$ cat src/rtl/cordic_pkg.sv
// Shared types and constants for the iterative multi-mode CORDIC.
//   mode_e    : per-transaction operating mode (rotation drives z to 0,
//               vectoring drives y to 0)
//   state_e   : controller states
//   atan_lut  : arctangent table scaled so that 2^(width-1) LSB = pi
package cordic_pkg;

  typedef enum logic {
    MODE_ROTATION  = 1'b0,
    MODE_VECTORING = 1'b1
  } mode_e;

  typedef enum logic {
    ST_IDLE = 1'b0,
    ST_ITER = 1'b1
  } state_e;

  // round(atan(2^-i) * 2^(width-1) / pi). The table holds atan(2^-i)/pi with
  // 31 fractional bits. It is then rounded down to the requested angle width,
  // so one table serves every width from 4 to 16.
  function automatic int atan_lut(input int i, input int width);
    longint unsigned t;
    case (i)
      0:       t = 64'd536870912;
      1:       t = 64'd316933406;
      2:       t = 64'd167458907;
      3:       t = 64'd85004846;
      4:       t = 64'd42667331;
      5:       t = 64'd21354465;
      6:       t = 64'd10679884;
      7:       t = 64'd5340230;
      8:       t = 64'd2670176;
      9:       t = 64'd1335088;
      10:      t = 64'd667544;
      11:      t = 64'd333772;
      12:      t = 64'd166886;
      13:      t = 64'd83443;
      14:      t = 64'd41722;
      15:      t = 64'd20861;
      default: t = 64'd0;
    endcase
    t = (t + (64'd1 << (31 - width))) >> (32 - width);
    return int'(t);
  endfunction

endpackage

$ cat src/rtl/cordic_micro_rotation.sv
// One CORDIC micro-rotation, purely combinational.
//   x_i, y_i  : current vector on the extended (guarded) datapath
//   z_i       : current angle, wraps modulo 2^ANGLE_W
//   iter_i    : iteration index i (shift amount and atan table index)
//   d_neg_i   : 1 selects direction d = -1, 0 selects d = +1
//   x_o, y_o  : x - d*(y>>>i), y + d*(x>>>i)
//   z_o       : z - d*atan(2^-i)
module cordic_micro_rotation
  import cordic_pkg::*;
#(
  parameter int DATA_W  = 10,
  parameter int ANGLE_W = 8
) (
  input  logic signed [DATA_W-1:0]  x_i,
  input  logic signed [DATA_W-1:0]  y_i,
  input  logic        [ANGLE_W-1:0] z_i,
  input  logic        [3:0]         iter_i,
  input  logic                      d_neg_i,
  output logic signed [DATA_W-1:0]  x_o,
  output logic signed [DATA_W-1:0]  y_o,
  output logic        [ANGLE_W-1:0] z_o
);

  logic signed [DATA_W-1:0]  x_shift;
  logic signed [DATA_W-1:0]  y_shift;
  logic        [ANGLE_W-1:0] atan_val;

  always_comb begin
    x_shift  = x_i >>> iter_i;
    y_shift  = y_i >>> iter_i;
    atan_val = ANGLE_W'(atan_lut(int'(iter_i), ANGLE_W));
    if (d_neg_i) begin
      x_o = x_i + y_shift;
      y_o = y_i - x_shift;
      z_o = z_i + atan_val;
    end else begin
      x_o = x_i - y_shift;
      y_o = y_i + x_shift;
      z_o = z_i - atan_val;
    end
  end

endmodule

$ cat src/rtl/cordic_iterative_multimode.sv
// Iterative CORDIC: one sample at a time, one micro-rotation per clock.
// Supports rotation and vectoring modes, full-circle angles through
// quadrant pre-rotation, guard bits on x/y, and saturated x/y outputs.
//   clk_i, rst_i              : clock, asynchronous active-high reset
//   x_i, y_i, z_i, mode_i     : operands, sampled only on the accept edge
//   data_in_valid_strobe_i    : start request, honoured while ready_o = 1
//   ready_o                   : controller idle
//   x_o, y_o, z_o             : results, held until the next completion
//   data_out_valid_strobe_o   : one-cycle pulse when results update
module cordic_iterative_multimode
  import cordic_pkg::*;
#(
  parameter int WIDTH      = 8,
  parameter int ITERATIONS = 7,
  parameter int GUARD      = 2
) (
  input  logic             clk_i,
  input  logic             rst_i,
  input  logic [WIDTH-1:0] x_i,
  input  logic [WIDTH-1:0] y_i,
  input  logic [WIDTH-1:0] z_i,
  input  logic             mode_i,
  input  logic             data_in_valid_strobe_i,
  output logic             ready_o,
  output logic [WIDTH-1:0] x_o,
  output logic [WIDTH-1:0] y_o,
  output logic [WIDTH-1:0] z_o,
  output logic             data_out_valid_strobe_o
);

  localparam int              DW        = WIDTH + GUARD;
  localparam logic [3:0]      LAST_ITER = 4'(ITERATIONS - 1);
  localparam logic [WIDTH-1:0] ANGLE_PI = {1'b1, {(WIDTH-1){1'b0}}};
  localparam logic [WIDTH-1:0] SAT_MAX  = {1'b0, {(WIDTH-1){1'b1}}};
  localparam logic [WIDTH-1:0] SAT_MIN  = {1'b1, {(WIDTH-1){1'b0}}};

  state_e                  state_q;
  mode_e                   mode_q;
  logic [3:0]              count_q;
  logic signed [DW-1:0]    x_q, y_q;
  logic [WIDTH-1:0]        z_q;
  logic [WIDTH-1:0]        x_out_q, y_out_q, z_out_q;
  logic                    valid_q;

  logic signed [DW-1:0]    x_ext, y_ext, x_pre, y_pre;
  logic [WIDTH-1:0]        z_pre;
  logic                    pre_neg;
  logic                    d_neg;
  logic signed [DW-1:0]    x_d, y_d;
  logic [WIDTH-1:0]        z_d;

  // Clamp the guarded value to the output range. The value fits when every
  // bit above the output sign bit equals that sign bit.
  function automatic logic [WIDTH-1:0] saturate(input logic signed [DW-1:0] v);
    if (&v[DW-1:WIDTH-1] || ~|v[DW-1:WIDTH-1]) return v[WIDTH-1:0];
    else if (v[DW-1])                         return SAT_MIN;
    else                                      return SAT_MAX;
  endfunction

  // Pre-rotation by pi moves the vector into the right half-plane, where
  // the micro-rotations converge (their total reach is about +/-pi/2).
  always_comb begin
    // NOTE: every combinational output gets a default first, so no path can
    // leave it unassigned and infer a latch.
    pre_neg = 1'b0;
    z_pre   = z_i;
    x_ext   = {{GUARD{x_i[WIDTH-1]}}, x_i};
    y_ext   = {{GUARD{y_i[WIDTH-1]}}, y_i};
    if (mode_e'(mode_i) == MODE_ROTATION) begin
      // The top two angle bits differ exactly when |z| > pi/2.
      pre_neg = z_i[WIDTH-1] ^ z_i[WIDTH-2];
      if (pre_neg) z_pre = z_i + ANGLE_PI;
    end else begin
      pre_neg = x_i[WIDTH-1];
      z_pre   = pre_neg ? ANGLE_PI : '0;
    end
    x_pre = pre_neg ? -x_ext : x_ext;
    y_pre = pre_neg ? -y_ext : y_ext;
  end

  // Rotation: d = +1 while z >= 0.  Vectoring: d = +1 while y < 0.
  assign d_neg = (mode_q == MODE_ROTATION) ? z_q[WIDTH-1] : ~y_q[DW-1];

  cordic_micro_rotation #(
    .DATA_W  (DW),
    .ANGLE_W (WIDTH)
  ) u_micro (
    .x_i     (x_q),
    .y_i     (y_q),
    .z_i     (z_q),
    .iter_i  (count_q),
    .d_neg_i (d_neg),
    .x_o     (x_d),
    .y_o     (y_d),
    .z_o     (z_d)
  );

  // NOTE: sequential state uses non-blocking assignments only, so every
  // register samples pre-edge values regardless of statement order.
  always_ff @(posedge clk_i or posedge rst_i) begin
    if (rst_i) begin
      state_q <= ST_IDLE;
      mode_q  <= MODE_ROTATION;
      count_q <= '0;
      x_q     <= '0;
      y_q     <= '0;
      z_q     <= '0;
      x_out_q <= '0;
      y_out_q <= '0;
      z_out_q <= '0;
      valid_q <= 1'b0;
    end else begin
      valid_q <= 1'b0;
      case (state_q)
        ST_IDLE: begin
          if (data_in_valid_strobe_i) begin
            mode_q  <= mode_e'(mode_i);
            x_q     <= x_pre;
            y_q     <= y_pre;
            z_q     <= z_pre;
            count_q <= '0;
            state_q <= ST_ITER;
          end
        end
        ST_ITER: begin
          x_q <= x_d;
          y_q <= y_d;
          z_q <= z_d;
          if (count_q == LAST_ITER) begin
            count_q <= '0;
            state_q <= ST_IDLE;
            x_out_q <= saturate(x_d);
            y_out_q <= saturate(y_d);
            z_out_q <= z_d;
            valid_q <= 1'b1;
          end else begin
            count_q <= count_q + 4'd1;
          end
        end
        default: state_q <= ST_IDLE;
      endcase
    end
  end

  assign ready_o                 = (state_q == ST_IDLE);
  assign x_o                     = x_out_q;
  assign y_o                     = y_out_q;
  assign z_o                     = z_out_q;
  assign data_out_valid_strobe_o = valid_q;

endmodule
$ cat config.mk
export PLATFORM = sky130hd
export DESIGN_NAME = cordic_iterative_multimode
export DESIGN_NICKNAME = d
export VERILOG_FILES = /design/src/rtl/cordic_pkg.sv /design/src/rtl/cordic_micro_rotation.sv /design/src/rtl/cordic_iterative_multimode.sv
export SDC_FILE = /design/constraint.sdc
export NUM_CORES = 1
export LEC_CHECK = 0
export CAP_MARGIN = 10
export CORE_ASPECT_RATIO = 0.5
export CORE_UTILIZATION = 30
export CTS_BUF_LIST = sky130_fd_sc_hd__clkbuf_2
export CTS_CLUSTER_SIZE = 24
export DETAILED_ROUTE_END_ITERATION = 12
export HOLD_SLACK_MARGIN = 0.06
export PLACE_DENSITY = 0.47
export SLEW_MARGIN = 20
export SYNTH_ARGS = -nofsm -noshare
export SYNTH_HDL_FRONTEND = slang
export SYNTH_SLANG_ARGS = --single-unit
export TNS_END_PERCENT = 5
$ cat constraint.sdc
create_clock -name clk_i -period 10.6 [get_ports clk_i]
set_clock_uncertainty 0.15 [all_clocks]
set_input_delay 2.12 -clock clk_i [delete_from_list [all_inputs] [get_ports clk_i]]
set_output_delay 2.12 -clock clk_i [all_outputs]
set_load 0.02 [all_outputs]
# Word level (Yosys, flattened, before mapping)
# Memories as Yosys holds them, arrays and structs flattened.
# Cells that the tools add are included.
dict set report classes {
  n_addsub 11
  n_mul 0
  div 0
  magnitude_cmp 0
  eq_ne 2
  n_shift 2
  mux 28
  bitwise 3
  reduce_logical 10
}
# operator n
set op_table {}
lappend op_table {{2-to-1 mux 8 bit} 9}
lappend op_table {{2-to-1 mux 10 bit} 6}
lappend op_table {{one-hot mux 10 bit (2 select lines)} 2}
lappend op_table {{adder 32 x 24 -> 32 bit (second input constant)} 1}
lappend op_table {{adder 10 bit} 2}
lappend op_table {{negation 8 -> 10 bit} 2}
lappend op_table {{>>> shifter 10 x 4 -> 10 bit} 2}
lappend op_table {{subtractor 10 bit} 2}
lappend op_table {{one-hot mux 8 bit (2 select lines)} 1}
lappend op_table {{adder 8 bit} 1}
lappend op_table {{adder 8 bit (second input constant)} 1}
lappend op_table {{2-to-1 mux 4 bit} 2}
lappend op_table {{one-hot mux 4 bit (2 select lines)} 1}
lappend op_table {{subtractor 8 bit} 1}
lappend op_table {{2-to-1 mux 1 bit} 6}
lappend op_table {{AND reduction 3 bit} 2}
lappend op_table {{OR reduction 3 bit} 2}
lappend op_table {{adder 4 x 1 -> 4 bit (second input constant)} 1}
lappend op_table {{== test 4 x 3 -> 1 bit (second input constant)} 1}
lappend op_table {{AND reduction 2 bit} 2}
lappend op_table {{zero test 1 bit} 2}
lappend op_table {{logical OR 1 bit} 2}
lappend op_table {{!= test 2 bit (second input constant)} 1}
lappend op_table {{inverter 1 bit} 2}
lappend op_table {{2 further kinds} 2}
dict set report word_totals {
  register_bits 59
  latchBits 0
  ram_bits 0
  romBits 480
  input_bits 28
  output_inout_bits 26
  elab_cells 67
  mem_count 1
}
# memory depth word_bits rd rd_ports_with_merged_regs write_ports line_no
set mem_list {}
lappend mem_list {{(no name shown)} 16 30 1 0 0 cordic_pkg.sv:23} ;# case (i)

# Depth between registers and ports, before layout
# Gate-level depths: netlist of run 1.
dict set report logic_depth {
  word_depth 7
  mapped_depth 21
  ltp_nobuf 19
}

# By module
# Synthesis of run 1 repeated with hierarchy kept, for this count alone.
dict set report hier_totals {
  hier_cells 738
  hier_area_um2 5968.2
}
# module instances cells_per_inst area_per_inst_um2 seq_area_each_um2
set by_module_without_submodules {}
lappend by_module_without_submodules {cordic_iterative_multimode 1 388 3281.9 1476.4}
lappend by_module_without_submodules {cordic_micro_rotation 1 350 2686.3 0.0}

# Least setup slack after synthesis of run 1
# OpenSTA, ideal clock, no wires.
dict set report synth_path {
  path_kind {flip-flop to flip-flop}
  start {reg count_q[0]}
  end {reg x_out_q[2] (netlist: x_o[2])}
  t_arrival_ps 4320
  slack_ps 5988
  stages_incl_launch_ff 20
  n_path_buf 4
  synth_period_minus_slack_ps 4612
  cell_sequence {dfrtp_1 > buf_6 > buf_6 > buf_4 > mux4_2 > mux2i_1 > inv_1 > o21ai_0 > nand3b_1 > o31ai_1 > a21oi_1 > xnor2_1 > ha_1 > nand3_1 > o311ai_0 > xnor3_1 > buf_2 > a211o_1 > o21ai_1 > a31oi_1}
}
dict set report synth_via {
  elab_chain_len 7
  word_cells_on_any_way 12
  classes_between {add/sub: 2; eq/ne: 1; shift: 1; mux: 3; reduce/logical: 5}
}
# item line_no
set synth_rtl {}
lappend synth_rtl {{start: declaration} cordic_iterative_multimode.sv:39} ;# logic [3:0] count_q;
lappend synth_rtl {{start signal: assignment} cordic_iterative_multimode.sv:137} ;# count_q <= count_q + 4'd1;
lappend synth_rtl {{>>> shifter 10 x 4 -> 10 bit} cordic_micro_rotation.sv:30} ;# y_shift = y_i >>> iter_i;
lappend synth_rtl {{subtractor 10 bit / adder 10 bit (equally long branches)} {cordic_micro_rotation.sv:37, cordic_micro_rotation.sv:33}}
lappend synth_rtl {{2-to-1 mux 10 bit} cordic_micro_rotation.sv:32} ;# if (d_neg_i) begin
lappend synth_rtl {{OR reduction 3 bit} cordic_iterative_multimode.sv:55} ;# if (&v[DW-1:WIDTH-1] || ~|v[DW-1:WIDTH-1]) return v[WIDTH-1:0];
lappend synth_rtl {{zero test 1 bit} cordic_iterative_multimode.sv:55}
lappend synth_rtl {{logical OR 1 bit} cordic_iterative_multimode.sv:55}
lappend synth_rtl {{2-to-1 mux 8 bit} cordic_iterative_multimode.sv:55}
lappend synth_rtl {{end signal: assignment} cordic_iterative_multimode.sv:132} ;# x_out_q <= saturate(x_d);
lappend synth_rtl {{end: declaration} cordic_iterative_multimode.sv:42} ;# logic [WIDTH-1:0] x_out_q, y_out_q, z_out_q;
# Parallel ways exist; a longest one is shown, timed or not.
# A chain may end at the register's enable or synchronous reset.

# Worst setup path in the final report of run 1
dict set report layout_path {
  start {reg count_q[1]}
  end {reg x_out_q[1] (netlist: x_o[1])}
}
# The elaborated chain is that of the path after synthesis.

==> run metrics, run 1 <==
fin. max-slew vios 0; critical path data arrival time 5730 ps; routability cong. 0.8674; io pins 54; drt wl/cell 18.30 µm; I/O Buffers 53; Critical Path RT 10,930 ps; Root Buffer Master clkbuf_2; first-pass GRT wire length 29,170 µm; Setup violations, final 0; CTS buffer count 9; global-route usage over all layers 19.30%; slowest CP cell dfrtp_1; Post CTS Setup Buffer Count 0; RSZ-0062 raised after global routing no; Slew Limit Headroom 28.86%; status finished clean; ys async rst share 100.0%; critical path, cell by cell clkinv_1 -> mux2i_1 -> mux2_2 -> ha_1 -> nand2_1 -> o21ai_0 -> fa_1 -> a21o_1 -> a21oi_1 -> o21bai_1 -> a21oi_1 -> o21ai_0 -> xor2_1 -> o21ai_0 -> a211oi_1 -> a21o_1; worst skew pair latency 520 ps; post-cts sizing count 0; Final HPWL DP 13,590 µm; Routed WL 18,590 µm; syn nets 787; Hold Violations, Final 0; Clock transition at path regs 210 ps; area grow syn2layout 14.53%; CP Capture Type register; ratio of cells with drive above 1 in the final layout 7.133%; Pre-antenna DRT Iters 4; synth warn 0; post-synth top area share 25.35%; H-tree depth 3; CP max stage delay 970 ps; Std-Cell Rows 35; initial antenna violation count 0; Max Buffers Root-to-Sink 2; largest net degree at the start of global routing 60; ys flop type dfrtp_1; Peak Freq 0.1853 GHz; Seq cells post-synth 59; vias in the first global route 5,081; Hold Buf Count CTS 0; Vias 5,426; die width 199.0 µm; peak fanout along the critical path 26; Synth Instances 719; Post-synth top cells 90 x nand2_1, 72 x o21ai_0, 59 x dfrtp_1, 53 x a21oi_1, 52 x nor2_1; most common cell in the synthesized netlist nand2_1; Die Area 20,010 µm²; clk sinks 59; number of synthesized flops with an enable pin 0; Tightest Pin Transition 1067 ps; Final Cycle Share 50.91%; most frequent CP cell o21ai_0; grt ovf 0; final setup TNS 0 ps; max cap viols 0; Via-to-Cell Ratio 5.341; syn avg cell area 8.099 µm²; Starting DRT DRC Count 435; final net count 820; Die Height 100.5 µm; core area 18,700 µm²; Worst setup SP type register; Unique masters post-synth 73; WS Path Type reg -> reg; post-layout min period 5397 ps; DRC viols 0; Antenna Nets Post-Route 0; top cells by area, synth dfrtp_1 25%, ha_1 8.0%, o21ai_0 6.2%; sequential share of the synthesized area 25.35%; Mapped Area 5823 µm²; Initial Util 31.14%; TritonCTS clock tree done; ant diodes 0; dominant cell type by area after synthesis dfrtp_1; worst hold path type reg -> reg
-- cell type report --
type | instances | area, µm²
Timing Repair Buffer | 61 | 585.6
Clock inverter | 6 | 56.30
Multi-Input combinational cell | 590 | 4060
Clock buffer | 10 | 50.05
Fill cell | 1971 | 12030
Tap cell | 259 | 324.1
Inverter | 31 | 116.4
Sequential cell | 59 | 1476
-- worst max-delay path: cells and delay by family, from the launching register on --
| kind | cells | cell delay [ps] |
|---|---|---|
| AO/OA/AOI/OAI | 9 | 1720 |
| XOR/XNOR | 1 | 730 |
| multiplexers | 2 | 520 |
| adder cells (fa/ha/maj) | 2 | 750 |
| buffers and inverters | 1 | 490 |
| AND/OR/NAND/NOR | 1 | 50 |
| flip-flops | 1 | 970 |
-- cells by family after synthesis --
group,after synthesis,synth area share [%]
compound gates,231,25.51
fa+ha+maj,40,8.981
xor+xnor,54,8.358
simple gates,229,18.20
flops,59,25.35
buf+inv,70,4.921
mux,36,8.681
-- per-layer routing --
layer	GRT usage, %	routed length (µm)	up-vias
li1	-	-	2665
met1	29.55	9780	2592
met2	27.90	7584	152
met3	3.680	1031	17
met4	3.314	191	0
met5	0	0	-
-- sequential cells by signal (all words and copies together), names as in the netlist --
name                     flops
state_q                      1
data_out_valid_strobe_o      1
y_q                         10
mode_q                       1
z_q                          8
z_o                          8
x_q                         10
y_o                          8
x_o                          8
count_q                      4
-- metrics by stage --
| step | util, % | hold slack (ps) | instances | setup WS [ps] | area [µm²] |
|---|---|---|---|---|---|
| floorplan | - | 369.8 | 719 | 5988 | 5823 |
| global placement | 35.10 | 307.5 | 1000 | 5282 | 6563 |
| detailed placement | 35.10 | 317.9 | 1000 | 5231 | 6563 |
| CTS | 35.66 | 358.5 | 1016 | 5239 | 6669 |
| global route | 35.66 | 374.5 | 1016 | 4691 | 6669 |
| finish | 35.66 | 352.1 | 1016 | 5203 | 6669 |
-- worst paths after layout --
| check | startpoint | to | slack (ps) | cells after the start |
|---|---|---|---|---|
| worst max-delay path | count_q[1] | x_o[1] | 5200 | 16 |
| worst min-delay path | z_o[6] | z_o[6] | 350 | 2 |
| worst max register to register | count_q[1] | x_o[1] | 5200 | 16 |
| max in group asynchronous | rst_i | y_q[9] | 7750 | 3 |
| min in group asynchronous | rst_i | x_o[5] | 1980 | 3 |
| worst min register to register | z_o[6] | z_o[6] | 350 | 2 |
-- cells in the final DEF (no fill, tap or decap), drive strengths merged, types with 6 or more instances in the layout --
| cell type | synthesis | layout |
|---|---|---|
| a31oi | 15 | 15 |
| a211oi | 7 | 7 |
| or3 | 7 | 7 |
| xor2 | 13 | 13 |
| nand2b | 11 | 11 |
| mux2 | 6 | 6 |
| clkinv | 2 | 6 |
| clkbuf | 24 | 10 |
| nand3 | 17 | 17 |
| a21oi | 53 | 53 |
| inv | 29 | 29 |
| clkdlybuf4s50 | 0 | 52 |
| nor3 | 12 | 12 |
| nand2 | 90 | 90 |
| o21bai | 6 | 6 |
| nor2 | 52 | 52 |
| o21ai | 75 | 75 |
| nor2b | 14 | 14 |
| xnor2 | 40 | 40 |
| buf | 15 | 9 |
| a21o | 10 | 10 |
| o31ai | 6 | 6 |
| mux4 | 11 | 11 |
| dfrtp | 59 | 59 |
| ha | 37 | 37 |
| mux2i | 19 | 19 |
Power of run 1 is not shown: default switching activity piles up to over one toggle a cycle in this logic, so the estimate is an artifact.
==> run 2, diff against run 1 <==
==> constraint.sdc (replaced) <==
create_clock -name clk_i -period 5.7 [get_ports clk_i]
set_clock_uncertainty 0.15 [all_clocks]
set_input_delay 1.14 -clock clk_i [delete_from_list [all_inputs] [get_ports clk_i]]
set_output_delay 1.14 -clock clk_i [all_outputs]
set_load 0.02 [all_outputs]
==> run metrics, run 2 (synthesis results as in run 1) <==
slowest CP cell dfrtp_1; routability cong. 0.8907 (+2.7%); post-layout min period 5132 ps (-265.3 ps); Root Buffer Master clkbuf_2; critical path, cell by cell mux4_2 -> and2_1 -> o41ai_1 -> nand2_1 -> nor2_1 -> nor2_1 -> xnor2_1 -> ha_1 -> or3_1 -> o22ai_1 -> a311o_1 -> xnor2_1 -> a21oi_1 -> or4_1 -> nand2_1 -> a21oi_1; worst skew pair latency 520 ps (about the same); area grow syn2layout 15.69%; CTS buffer count 9 (unchanged); io pins 54 (unchanged); met2 usage 29.30% (+1.4 points); worst hold path type reg -> reg; post-cts sizing count 0 (unchanged); I/O Buffers 53 (unchanged); clk sinks 59 (unchanged); Final HPWL DP 14,240 µm (+4.8%); peak fanout along the critical path 21 (-19%); first-pass GRT wire length 29,840 µm (+2.3%); family with the most delay on the worst path simple AND/OR/NAND/NOR gates; Initial Util 31.14% (unchanged); ant diodes 0 (unchanged); drt wl/cell 18.63 µm (+1.8%); Tightest Pin Transition 1058 ps (-9.625 ps); Starting DRT DRC Count 385 (-11%); H-tree depth 3 (unchanged); Post CTS Setup Buffer Count 0 (unchanged); Via-to-Cell Ratio 5.328 (-0.24%); Reg2Reg Setup Slack 570 ps (-4630 ps); max cap viols 0 (unchanged); met3 GRT Util 4.249% (+0.57 points); WS Path Type reg -> reg; Max Buffers Root-to-Sink 2 (unchanged); Setup violations, final 0 (unchanged); Antenna Nets Post-Route 0 (unchanged); Die Height 100.5 µm (unchanged); Pre-antenna DRT Iters 5 (+1); busiest grt layer met2; most used cells in the layout excluding fill and tap cells 90 x nand2_1, 72 x o21ai_0, 59 x dfrtp_1, 53 x a21oi_1; CP Capture Type register; Vias 5,461 (+0.65%); vias in the first global route 5,179 (+1.9%); DRC viols 0 (unchanged); Post-Layout Inst Area 6736 µm² (+1.0%); critical path data arrival time 5390 ps (-340 ps); largest net degree at the start of global routing 60 (unchanged); Regs by FF count x_q x10, y_q x10; TritonCTS clock tree done; RSZ-0062 raised after global routing no; Clock transition at path regs 210 ps (about the same); Die Area 20,010 µm² (unchanged); Final Cycle Share 90.03% (+39 points); Std-Cell Rows 35 (unchanged); final setup TNS 0 ps (unchanged); Routed WL 19,100 µm (+2.7%); die width 199.0 µm (unchanged); grt ovf 0 (unchanged); fin. max-slew vios 0 (unchanged); Peak Freq 0.1949 GHz (+5.2%); Worst setup SP type register; ratio of cells with drive above 1 in the final layout 8.225% (+1.1 points); global-route usage over all layers 19.80% (+0.50 points); CP bufs+invs 0 (-1); Hold Buf Count CTS 0 (unchanged); status finished clean; GR Layer Usage met1 29.20% (-0.35 points); final net count 829 (+1.1%); initial antenna violation count 1 (+1); Slew Limit Headroom 28.99% (+0.14 points); core area 18,700 µm² (unchanged); Critical Path RT 5960 ps (-4970 ps); Hold Violations, Final 0 (unchanged); dpl cell area 6630 µm² (+1.0%); commonest non-fill, non-tap cell in the layout nand2_1; CP max stage delay 890 ps (-80 ps)
==> run 2: cell types whose count changed in the layout (fill, tap and decap cells not counted), sizes merged <==
cell | before | now
buf | 9 | 18
==> run 2: through the flow <==
stage	setup slack [ps]	cells	hold slack (ps)	util [%]
after floorplan	1088	719	369.8	-
after global placement	631.7	1009	313.4	35.46
after detailed placement	648.6	1009	319.9	35.46
after CTS	615.2	1025	362.4	36.03
after global routing	189.8	1025	387.7	36.03
final	568.5	1025	350.9	36.03
==> run 2: metal layers <==
| layer | part of all wire [%] | vias up | wire (µm) |
|---|---|---|---|
| met1 | 51 | 2571 | 9754 |
| li1 | - | 2687 | - |
| met4 | 1.5 | 0 | 295 |
| met5 | 0 | - | 0 |
| met2 | 41 | 180 | 7825 |
| met3 | 6.4 | 23 | 1221 |
==> run 2: layout make-up <==
cell class	count	area (µm²)
Clock inverter	6	56.30
Inverter	31	116.4
Multi-Input combinational cell	590	4060
Tap cell	259	324.1
Sequential cell	59	1476
Clock buffer	10	50.05
Timing Repair Buffer	70	653.1
Fill cell	1981	11960
==> run 2: worst paths after layout <==
check,start,endpoint,cells past startpoint
worst max-delay path,count_q[1],y_o[4],16
worst min-delay path,z_o[5],z_o[5],2
worst max register to register,count_q[1],y_o[4],16
worst min register to register,z_o[5],z_o[5],2
max in group asynchronous,rst_i,z_q[1],3
min in group asynchronous,rst_i,data_out_valid_strobe_o,2
==> run 2: worst min-delay path, stage by stage, from the launching register on <==
cell and delay, ps:
dfrtp_1 380, nand2_1 40, o21ai_0 60
Power of run 2 is left out for the same reason.
==> run 3, diff against run 2 <==
--- a/config.mk
+++ b/config.mk
@@ -5,7 +5,7 @@
 export SDC_FILE = /design/constraint.sdc
 export NUM_CORES = 1
 export LEC_CHECK = 0
-export CAP_MARGIN = 10
+export CAP_MARGIN = 20
 export CORE_ASPECT_RATIO = 0.5
 export CORE_UTILIZATION = 30
 export CTS_BUF_LIST = sky130_fd_sc_hd__clkbuf_2
==> results of run 3 <==
No change in the layout: final DEF, timing and power equal those of run 2.
Power of run 3 is left out for the same reason.
